===== src/rtl/codificador_16a4.sv =====
// Priority encoder for 16 multi-hot request bits with a pending-request vector,
// a two-state registered output stage with valid/ready handshake, and a sticky overflow flag.
module codificador_16a4 #(
  parameter bit PRIORIDAD_ALTA = 1'b0
) (
  input  logic        clk,
  input  logic        rst_n,
  input  logic        habilitar,
  input  logic [15:0] solicitud,
  input  logic        listo,
  output logic [3:0]  codigo,
  output logic        valido,
  output logic [15:0] pendientes,
  output logic        ninguno,
  output logic        desborde
);

  typedef enum logic {
    VACIO       = 1'b0,
    PRESENTANDO = 1'b1
  } estado_t;

  estado_t     estadoR, estadoS;
  logic [15:0] pendR, pendS;
  logic [15:0] cargaS;
  logic [15:0] nuevoS;
  logic [3:0]  codigoR, codigoS;
  logic        desbordeR, desbordeS;
  logic        cargarS;

  // Index selection: later loop iterations win, so the scan direction sets the priority.
  function automatic logic [3:0] codificar(input logic [15:0] v);
    logic [3:0] idx;
    idx = 4'd0;
    if (PRIORIDAD_ALTA) begin
      for (int i = 0; i < 16; i++) begin
        if (v[i]) idx = 4'(i);
      end
    end else begin
      for (int i = 15; i >= 0; i--) begin
        if (v[i]) idx = 4'(i);
      end
    end
    return idx;
  endfunction

  // Output-stage next state: decides whether a new index is loaded this edge.
  always_comb begin
    estadoS = estadoR;
    cargarS = 1'b0;
    case (estadoR)
      VACIO: begin
        if (pendR != 16'h0000) begin
          cargarS = 1'b1;
          estadoS = PRESENTANDO;
        end else begin
          estadoS = VACIO;
        end
      end
      PRESENTANDO: begin
        if (listo) begin
          if (pendR != 16'h0000) begin
            cargarS = 1'b1;
          end else begin
            estadoS = VACIO;
          end
        end else begin
          cargarS = 1'b0;
        end
      end
      default: begin
        estadoS = VACIO;
        cargarS = 1'b0;
      end
    endcase
  end

  // Pending vector and overflow update; a bit being cleared this edge may be re-requested freely.
  always_comb begin
    codigoS = codigoR;
    cargaS  = 16'h0000;
    if (cargarS) begin
      codigoS = codificar(pendR);
      cargaS  = 16'h0001 << codigoS;
    end else begin
      codigoS = codigoR;
      cargaS  = 16'h0000;
    end
    nuevoS    = habilitar ? solicitud : 16'h0000;
    pendS     = (pendR & ~cargaS) | nuevoS;
    desbordeS = desbordeR | (|(nuevoS & pendR & ~cargaS));
  end

  // State, output and flag registers.
  always_ff @(posedge clk or negedge rst_n) begin
    if (!rst_n) begin
      estadoR   <= VACIO;
      pendR     <= 16'h0000;
      codigoR   <= 4'd0;
      desbordeR <= 1'b0;
    end else begin
      estadoR   <= estadoS;
      pendR     <= pendS;
      codigoR   <= codigoS;
      desbordeR <= desbordeS;
    end
  end

  assign codigo     = codigoR;
  assign valido     = (estadoR == PRESENTANDO);
  assign pendientes = pendR;
  assign desborde   = desbordeR;
  assign ninguno    = (pendR == 16'h0000) && (estadoR == VACIO);

endmodule


===== config.mk =====
export PLATFORM = sky130hd
export DESIGN_NAME = codificador_16a4
export DESIGN_NICKNAME = d
export VERILOG_FILES = /design/src/rtl/codificador_16a4.sv
export SDC_FILE = /design/constraint.sdc
export NUM_CORES = 1
export LEC_CHECK = 0
export ABC_CLOCK_PERIOD_IN_PS = 1950
export CORE_ASPECT_RATIO = 0.6
export CORE_MARGIN = 10
export CORE_UTILIZATION = 42
export CTS_CLUSTER_SIZE = 10
export DETAILED_ROUTE_END_ITERATION = 6
export HOLD_SLACK_MARGIN = 0.08
export PLACE_DENSITY = 0.76
export SETUP_SLACK_MARGIN = 0.3
export SLEW_MARGIN = 30
export SYNTH_ARGS = -nofsm -noshare
export SYNTH_HDL_FRONTEND = slang
export SYNTH_SLANG_ARGS = --single-unit

===== constraint.sdc =====
create_clock -name clk -period 1.95 [get_ports clk]
set_input_delay 0.39 -clock clk [delete_from_list [all_inputs] [get_ports clk]]
set_output_delay 0.39 -clock clk [all_outputs]
set_load 0.02 [all_outputs]

Yosys cells after proc, flatten, opt, wreduce, memory -nomap -nowiden --
Index checks and enable logic that the tools add are counted.
Operators by class: bitwise gates (word level) 7, shift operators 1, reductions and logical operators 4, multiplexer cells 24
Operators with widths (number):
- $mux W4 | 17
- $and A16 B16 Y16 | 3
- $mux W16 | 2
- $logic_not A16 Y1 | 1
- $not A16 Y16 | 1
- $or A16 B16 Y16 | 1
- $reduce_bool A16 Y1 | 1
- $reduce_or A16 Y1 | 1
- $shl A1 B4 Y16 const A | 1
- $pmux W1 S2 | 2
- $mux W1 | 3
- $logic_and A1 B1 Y1 | 1
- $not A1 Y1 | 1
- $or A1 B1 Y1 | 1
Word-level totals: output and inout port bits 23, word-level logic and storage cells 40, input port bits 20, register bits 22

Logic depth before layout (Yosys ltp) --
Gate-level depths: netlist of run 1.
word-level depth 23, depth in mapped cells 8, gate-level depth less buffers 7

Worst setup path after synthesis of run 1 --
No wires, ideal clock.
path kind register to register, start reg pendR[5], in the netlist pendientes[5], end reg desbordeR, in the netlist desborde, path buffers 1, slack -373 ps, setup time 88 ps, period minus slack after synthesis 2323 ps, arrival time 2235 ps, cell stages (with the launch flop) 9, required time 1862 ps, path through dfrtp_1 > buf_2 > nor2_1 > a2111oi_2 > a2bb2oi_2 > o21a_1 > mux2_2 > a21o_1 > a41oi_1
Between the ends: cells in the longest elaborated chain, start to end 13, elaborated cells on any way between the ends 18, classes of those cells 1 x shift; 11 x mux; 4 x bitwise; 2 x reduce/logical
RTL lines:
- start: declaration | RTL line 24 | logic [15:0] pendR, pendS;
- start signal: assignment | RTL line 103 | pendR <= pendS;
- $mux W4 (6 in series) | RTL line 41 | if (v[i]) idx = 4'(i);
- $mux W4 | RTL line 82 | if (cargarS) begin
- $shl A1 B4 Y16 | RTL line 84 | cargaS = 16'h0001 << codigoS;
- $mux W16 | RTL line 82
- $not A16 Y16 | RTL line 91 | desbordeS = desbordeR | (|(nuevoS & pendR & ~cargaS));
- $and A16 B16 Y16 (*) | RTL line 91
- $reduce_or A16 Y1 (*) | RTL line 91
- $or A1 B1 Y1 (*) | RTL line 91
- via desbordeS | RTL line 28 | logic desbordeR, desbordeS;
- end signal: assignment | RTL line 105 | desbordeR <= desbordeS;
- end: declaration | RTL line 28
Mark *: on every way through the listed nets, which the timed path passes. The rest lies on a longest branch. The select of a mux whose other input is x is not followed. A chain may end at the register's enable or synchronous reset.

Worst setup path in the final report of run 1 --
start reg pendR[0], in the netlist pendientes[0], end reg desbordeR, in the netlist desborde
Between the ends: cells in the longest elaborated chain, start to end 9, elaborated cells on any way between the ends 13, classes of those cells 1 x shift; 6 x mux; 4 x bitwise; 2 x reduce/logical
RTL lines:
- $reduce_bool A16 Y1 | RTL line 53, 62
- $mux W1 | RTL line 53, 62
- $mux W1 | RTL line 61 | if (listo) begin
- $pmux W1 S2 | RTL line 51 | case (estadoR)
- $mux W16 | RTL line 82
- $not A16 Y16 | RTL line 91
- $and A16 B16 Y16 (*) | RTL line 91
- $reduce_or A16 Y1 (*) | RTL line 91
- $or A1 B1 Y1 (*) | RTL line 91
- via desbordeS | RTL line 28
Marked as above.

==> key figures, run 1 <==
STA
  – Worst setup slack after layout: -0.348 ns
  – Clock skew: 0.0180 ns
  – Final Hold Viols: 0
  – Fin crit share: 118%
  – Fmax: 435 MHz
  – Slew Limit Fails: 0
  – Setup Viol. Count Final: 11
  – Worst slew pin tran: 0.642 ns
  – Slew Limit Headroom: 57.1%
  – RSZ-0062 raised after global routing: yes
  – Fin crit period: 2.30 ns
  – Min Hold Slack: 0.471 ns

Run
  – Max-cap violations: 0

Power
  – Leak Pwr: 0.00122 uW
  – Worst vdd ir: 472 uV
  – Share of total power in the clock network: 24.1%
  – Net Sw Power: 443 uW
  – Internal: 865 uW
  – Logic pwr share: 37.0%
  – Seq pwr share: 38.9%
  – Switching portion of total power: 33.9%
  – Pwr/cell area: 467 mW/mm2
  – Power Total: 1310 uW

Route
  – Pre-antenna DRT Iters: 5
  – Post-route ant nets: 0
  – DRC violations left: 0
  – Vias per cell: 6.12
  – Via count: 1983
  – Routed len/inst: 21.8 um
  – Post-Route WL: 7.07 mm
  – Starting DRT DRC Count: 251

Synthesis
  – Synth area leaders: dfrtp_1 39%, nand2_1 7.0%, o21ai_0 4.6%
  – Flops & latches, synth: 22
  – Post-synth EDFFs: 0
  – Register area share after synthesis: 39.3%
  – Syn_area_per_cell: 8.70 um2
  – Cell taking the most area after synthesis: dfrtp_1
  – Async set-reset flop share out of synthesis: 100%
  – Most used flip-flop cell after synthesis: dfrtp_1
  – Yosys top cell area share: 39.3%
  – Post-Syn Area: 0.00140 mm2
  – Netlist cell types: 46
  – Syn_nets: 181
  – Ys Warns: 0
  – Cells after Synth: 161

Layout
  – Nets: 300
  – Utilization after layout: 87.0%
  – Fin area: 0.00280 mm2
  – Number of diodes: 0
  – Most frequent cells in the layout: 58 x buf_4, 22 x nand2_1, 20 x buf_6, 19 x clkdlybuf4s50_1, 14 x dlygate4sd2_1
  – Ratio of cells with drive above 1 in the final layout: 47.7%
  – Commonest non-fill, non-tap cell in the layout: buf_4
  – Layout Area Growth over Synthesis: 100%

Setup path
  – CP max stage cell: dfrtp_2
  – Worst EP arrival: 2.45 ns
  – CP Max Fanout: 4
  – Reg2Reg Depth: 9
  – WS Path Type: flop to flop
  – Crit path cell chain: nor4_4 -> buf_4 -> nand2_4 -> buf_6 -> nor3b_4 -> o22ai_1 -> a2111o_1 -> nor2_2 -> a41oi_2
  – Required time worst endpoint: 2.10 ns
  – Number of buffers and inverters on the critical path: 2
  – Reg-to-reg endpoint: desborde$_DFF_PN0_
  – R2r startpoint: pendientes[0]$_DFF_PN0_
  – CP max stage delay: 0.48 ns
  – Crit path max-delay family: simple AND/OR/NAND/NOR gates
  – Type of origin of the critical path: flop
  – Kind of end point of the critical path: flop
  – Reg-to-reg slack, setup: -0.35 ns

Die
  – Die ar.: 0.00612 mm2
  – Die height: 64.7 um
  – Die width: 94.5 um
  – Initial Utilization: 43.4%
  – FP Rows: 16
  – IO Count: 43
  – Core Box Area: 0.00322 mm2

Min path
  – Worst min path class: input port to async pin

Status
  – Outcome: complete, but fails checks
  – Failing checks: negative setup slack

Place
  – Cell Area, Placed: 0.00235 mm2
  – Dpl hpwl: 4.53 mm
  – GPL Wtd Cong: 1.03
  – IO buf count: 42

Global route
  – Grt total ovfl: 0
  – Gr usage total: 20.6%
  – First-pass GRT wire length: 9.96 mm
  – Pin count of the biggest net entering global routing: 23
  – Initial antenna violation count: 0
  – Vias in the first global route: 1855

Clock network
  – Clock slew at reported path FFs: 0.10 ns
  – Clock sink count: 22
  – Hold Buf Count CTS: 0
  – H-tree Lvls: 1
  – CTS Buf Count: 3
  – Clk Latency, worst-skew pair: 0.28 ns
  – Root buffer cell: clkbuf_8
  – TritonCTS clock tree: yes
  – CTS Buffer Depth: 2
[registers in the layout, indices dropped and copies added, names as in the netlist]
register / count
pendientes: 16
codigo: 4
desborde: 1
valido: 1
[power groups by stage]
stage / logic, uW / clock network [uW] / registers [uW]
after detailed placement: 375 / 0 / 513
final: 484 / 316 / 509
after floorplan: 108 / 0 / 553
after CTS: 429 / 308 / 506
after global routing: 504 / 330 / 511
after global placement: 373 / 0 / 512
[synthesized netlist by cell type, types with 2 or more instances]
cell type   n
nand2_1    26
dfrtp_1    22
nor2_1     16
o21ai_0    13
a21oi_1     8
a22o_1      7
inv_1       5
nor2b_1     5
nand3_1     4
and2_1      3
clkbuf_1    3
nor3_1      3
o211ai_1    3
a22oi_1     2
a31oi_1     2
mux2_2      2
nand2b_1    2
nor4_1      2
nor4_2      2
o21a_1      2
o311a_1     2
o311ai_0    2
o31ai_1     2
[routing by layer]
metal	GRT usage [%]	routed length, um	up-vias	share of wire, %
li1	-	-	840	-
met1	26.9	2850	936	40
met2	32.3	2980	159	42
met3	6.21	880	48	12
met4	5.20	355	0	5.0
met5	0	0	-	0
[through the flow]
stage               TNS (ns)  setup WS, ns  std cells
floorplan             -0.179        -0.179        161
global placement      -0.961        -0.319        300
detailed placement     -1.03        -0.398        300
CTS                   -0.313        -0.241        312
global route           -2.14        -0.415        324
finish                 -1.38        -0.348        324
[final cells by class]
| class | count | area, um2 |
|---|---|---|
| Clock buffer | 4 | 45.0 |
| Multi-Input combinational cell | 129 | 1060 |
| Timing Repair Buffer | 119 | 1060 |
| Sequential cell | 22 | 562 |
| Fill cell | 157 | 420 |
| Inverter | 5 | 18.8 |
| Tap cell | 45 | 56.3 |
[repair_timing]
action / CTS / global route
endpoints found under the setup margin: 38 / 26
pin swaps: 25 / 16
resized for setup: 69 / 38
buffers inserted: 8 / 12
[worst max-delay path by stage]
stage	cells after the start	from	slack, ns	to
2_1_floorplan	8	pendientes[5]$_DFF_PN0_	-0.18	desborde$_DFF_PN0_
3_3_place_gp	8	listo	-0.32	desborde$_DFF_PN0_
3_5_place_dp	8	listo	-0.40	desborde$_DFF_PN0_
4_1_cts	7	pendientes[6]$_DFF_PN0_	-0.24	desborde$_DFF_PN0_
5_1_grt	9	listo	-0.41	desborde$_DFF_PN0_
6_report	9	pendientes[0]$_DFF_PN0_	-0.35	desborde$_DFF_PN0_
[cell families after synthesis]
logic type / share of synthesized area (%)
simple gates: 26.0
compound gates: 29.8
flops: 39.3
buf+inv: 3.31
mux: 1.61
Power figures use the tool's default switching activity.
==> run 2, diff against run 1 <==
--- a/config.mk
+++ b/config.mk
@@ -9,7 +9,7 @@
 export CORE_ASPECT_RATIO = 0.6
 export CORE_MARGIN = 10
 export CORE_UTILIZATION = 42
-export CTS_CLUSTER_SIZE = 10
+export CTS_CLUSTER_SIZE = 8
 export DETAILED_ROUTE_END_ITERATION = 6
 export HOLD_SLACK_MARGIN = 0.08
 export PLACE_DENSITY = 0.76
==> results of run 2 <==
Final layout, timing and power as in run 1 (identical DEF).
==> run 3, diff against run 2 <==
--- a/config.mk
+++ b/config.mk
@@ -11,6 +11,7 @@
 export CORE_UTILIZATION = 42
 export CTS_CLUSTER_SIZE = 8
 export DETAILED_ROUTE_END_ITERATION = 6
+export GPL_TIMING_DRIVEN = 0
 export HOLD_SLACK_MARGIN = 0.08
 export PLACE_DENSITY = 0.76
 export SETUP_SLACK_MARGIN = 0.3
==> run 3 against run 2 <==
Effect of this change: largest cell class is now multi-input gates; the flow still finishes with violations (negative setup slack); final cell count down 11%; clock-buffer cell count decreased by 1; via count down 4.1%; combinational power is 17% lower; critical path depth shrank 2; core utilization fell by 9.4 points.
==> key figures, run 3 (synthesized netlist as in run 1, its figures left out) <==
Global route
  – Vias in the first global route: 1701
  – Pin count of the biggest net entering global routing: 23
  – Grt total ovfl: 0
  – Gr usage total: 17.8%
  – Initial antenna violation count: 0
  – First-pass GRT wire length: 8.71 mm

Clock network
  – Clk Latency, worst-skew pair: 0.28 ns
  – Clock slew at reported path FFs: 0.09 ns
  – Clock sink count: 22
  – TritonCTS clock tree: yes
  – H-tree Lvls: 1
  – CTS Buf Count: 3
  – CTS Buffer Depth: 2
  – Root buffer cell: clkbuf_8

Setup path
  – Reg-to-reg slack, setup: -0.37 ns
  – Required time worst endpoint: 2.10 ns
  – Worst EP arrival: 2.48 ns
  – Kind of end point of the critical path: flop
  – Type of origin of the critical path: flop
  – CP Max Fanout: 6
  – WS Path Type: flop to flop

Layout
  – Commonest non-fill, non-tap cell in the layout: buf_4
  – Max reg flops: 16
  – Number of diodes: 0
  – Fillers: 197
  – Utilization after layout: 77.6%
  – Ratio of cells with drive above 1 in the final layout: 40.6%
  – Most frequent cells in the layout: 33 x buf_4, 24 x nand2_1, 17 x clkdlybuf4s50_1, 17 x dlygate4sd2_1, 15 x dfrtp_2
  – Layout Area Growth over Synthesis: 78.6%
  – Nets: 265

Run
  – Max-cap violations: 0

Place
  – GPL Wtd Cong: 0.997
  – IO buf count: 41
  – Dpl hpwl: 3.62 mm

Power
  – Pwr/cell area: 553 mW/mm2
  – Share of total power in the clock network: 32.8%
  – Seq pwr share: 37.9%
  – Power Total: 1380 uW
  – Worst vdd ir: 361 uV
  – Leak Pwr: 0.00102 uW
  – Net Sw Power: 434 uW
  – Internal: 947 uW
  – Switching portion of total power: 31.4%
  – Logic pwr share: 29.3%

Route
  – Starting DRT DRC Count: 237
  – Via count: 1901
  – Routed len/inst: 22.9 um
  – Post-route ant nets: 0
  – DRC violations left: 0
  – Post-Route WL: 6.61 mm
  – Vias per cell: 6.58
  – Pre-antenna DRT Iters: 5

STA
  – Clock skew: 0.00462 ns
  – Worst slew pin tran: 0.527 ns
  – Min Hold Slack: 0.0740 ns
  – Fin crit period: 2.32 ns
  – Setup Viol. Count Final: 6
  – Worst setup slack after layout: -0.375 ns
  – Slew Limit Fails: 0
  – Final Hold Viols: 0
  – Slew Limit Headroom: 64.9%
  – RSZ-0062 raised after global routing: yes
  – Fin crit share: 119%
  – Fmax: 430 MHz

Die
  – Die height: 64.7 um
  – FP Rows: 16
  – Core Box Area: 0.00322 mm2
  – Initial Utilization: 43.4%
  – Die width: 94.5 um
  – IO Count: 43
  – Die ar.: 0.00612 mm2

Min path
  – Worst min path class: input port to async pin

Status
  – Failing checks: negative setup slack
  – Outcome: complete, but fails checks
[run 3: power by group through the flow]
| stage | registers [uW] | logic [uW] | clock network [uW] |
|---|---|---|---|
| final | 523 | 404 | 453 |
| after global routing | 525 | 424 | 482 |
| after CTS | 520 | 337 | 450 |
| after detailed placement | 532 | 276 | 0 |
| after global placement | 531 | 274 | 0 |
| after floorplan | 553 | 108 | 0 |
[run 3: worst paths after layout]
path / start / endpoint / cells past startpoint
max in group asynchronous: rst_n / pendientes[1]$_DFF_PN0_ / 1
worst min-delay path: rst_n / codigo[2]$_DFFE_PN0P_ / 1
worst max-delay path: pendientes[10]$_DFF_PN0_ / desborde$_DFF_PN0_ / 7
worst min register to register: codigo[0]$_DFFE_PN0P_ / codigo[0]$_DFFE_PN0P_ / 1
min in group clk: codigo[0]$_DFFE_PN0P_ / codigo[0]$_DFFE_PN0P_ / 1
worst max register to register: pendientes[10]$_DFF_PN0_ / desborde$_DFF_PN0_ / 7
[run 3: metal layers]
layer / GRT usage [%] / vias to the layer above / share of wire [%]
met2: 26.4 / 184 / 43
met3: 6.78 / 45 / 13
met4: 5.76 / 0 / 4.2
met5: 0 / - / 0
met1: 23.2 / 892 / 40
li1: - / 780 / -
[run 3: repair_timing]
item	4_1_cts	5_1_grt
setup endpoints to repair	37	24
pin swaps	12	12
endpoints found under the hold margin	0	0
setup buffers	19	18
resized for setup	58	33
gates cloned	1	0
hold buffers	0	0
[run 3: worst max-delay path, stage by stage (launching register included)]
cell	delay, ns
dfrtp_1	0.51
nor4_4	0.46
nor2b_4	0.27
nor3b_4	0.27
o22ai_1	0.12
a2111o_1	0.32
nor2_2	0.15
a41oi_2	0.11
[run 3: final cells by class]
cell class                 instances  area [um2]  share of cell area [%]
clock buffer                       3        41.3                    1.65
clock inverter                     1        30.0                    1.20
multi-input combinational        129        1050                    42.2
buffer                             5        35.0                    1.40
sequential                        22         569                    22.8
tap                               45        56.3                    2.25
inverter                           5        18.8                   0.751
timing repair buffer              79         694                    27.8
[run 3: stage by stage]
stage,setup TNS [ns],instances,instance area [um2],setup WS (ns)
floorplan,-0.179,161,1470,-0.179
global placement,-1.92,247,1930,-0.564
detailed placement,-2.11,247,1930,-0.545
CTS,-0.458,271,2250,-0.203
global route,-1.33,289,2500,-0.406
finish,-1.16,289,2500,-0.375
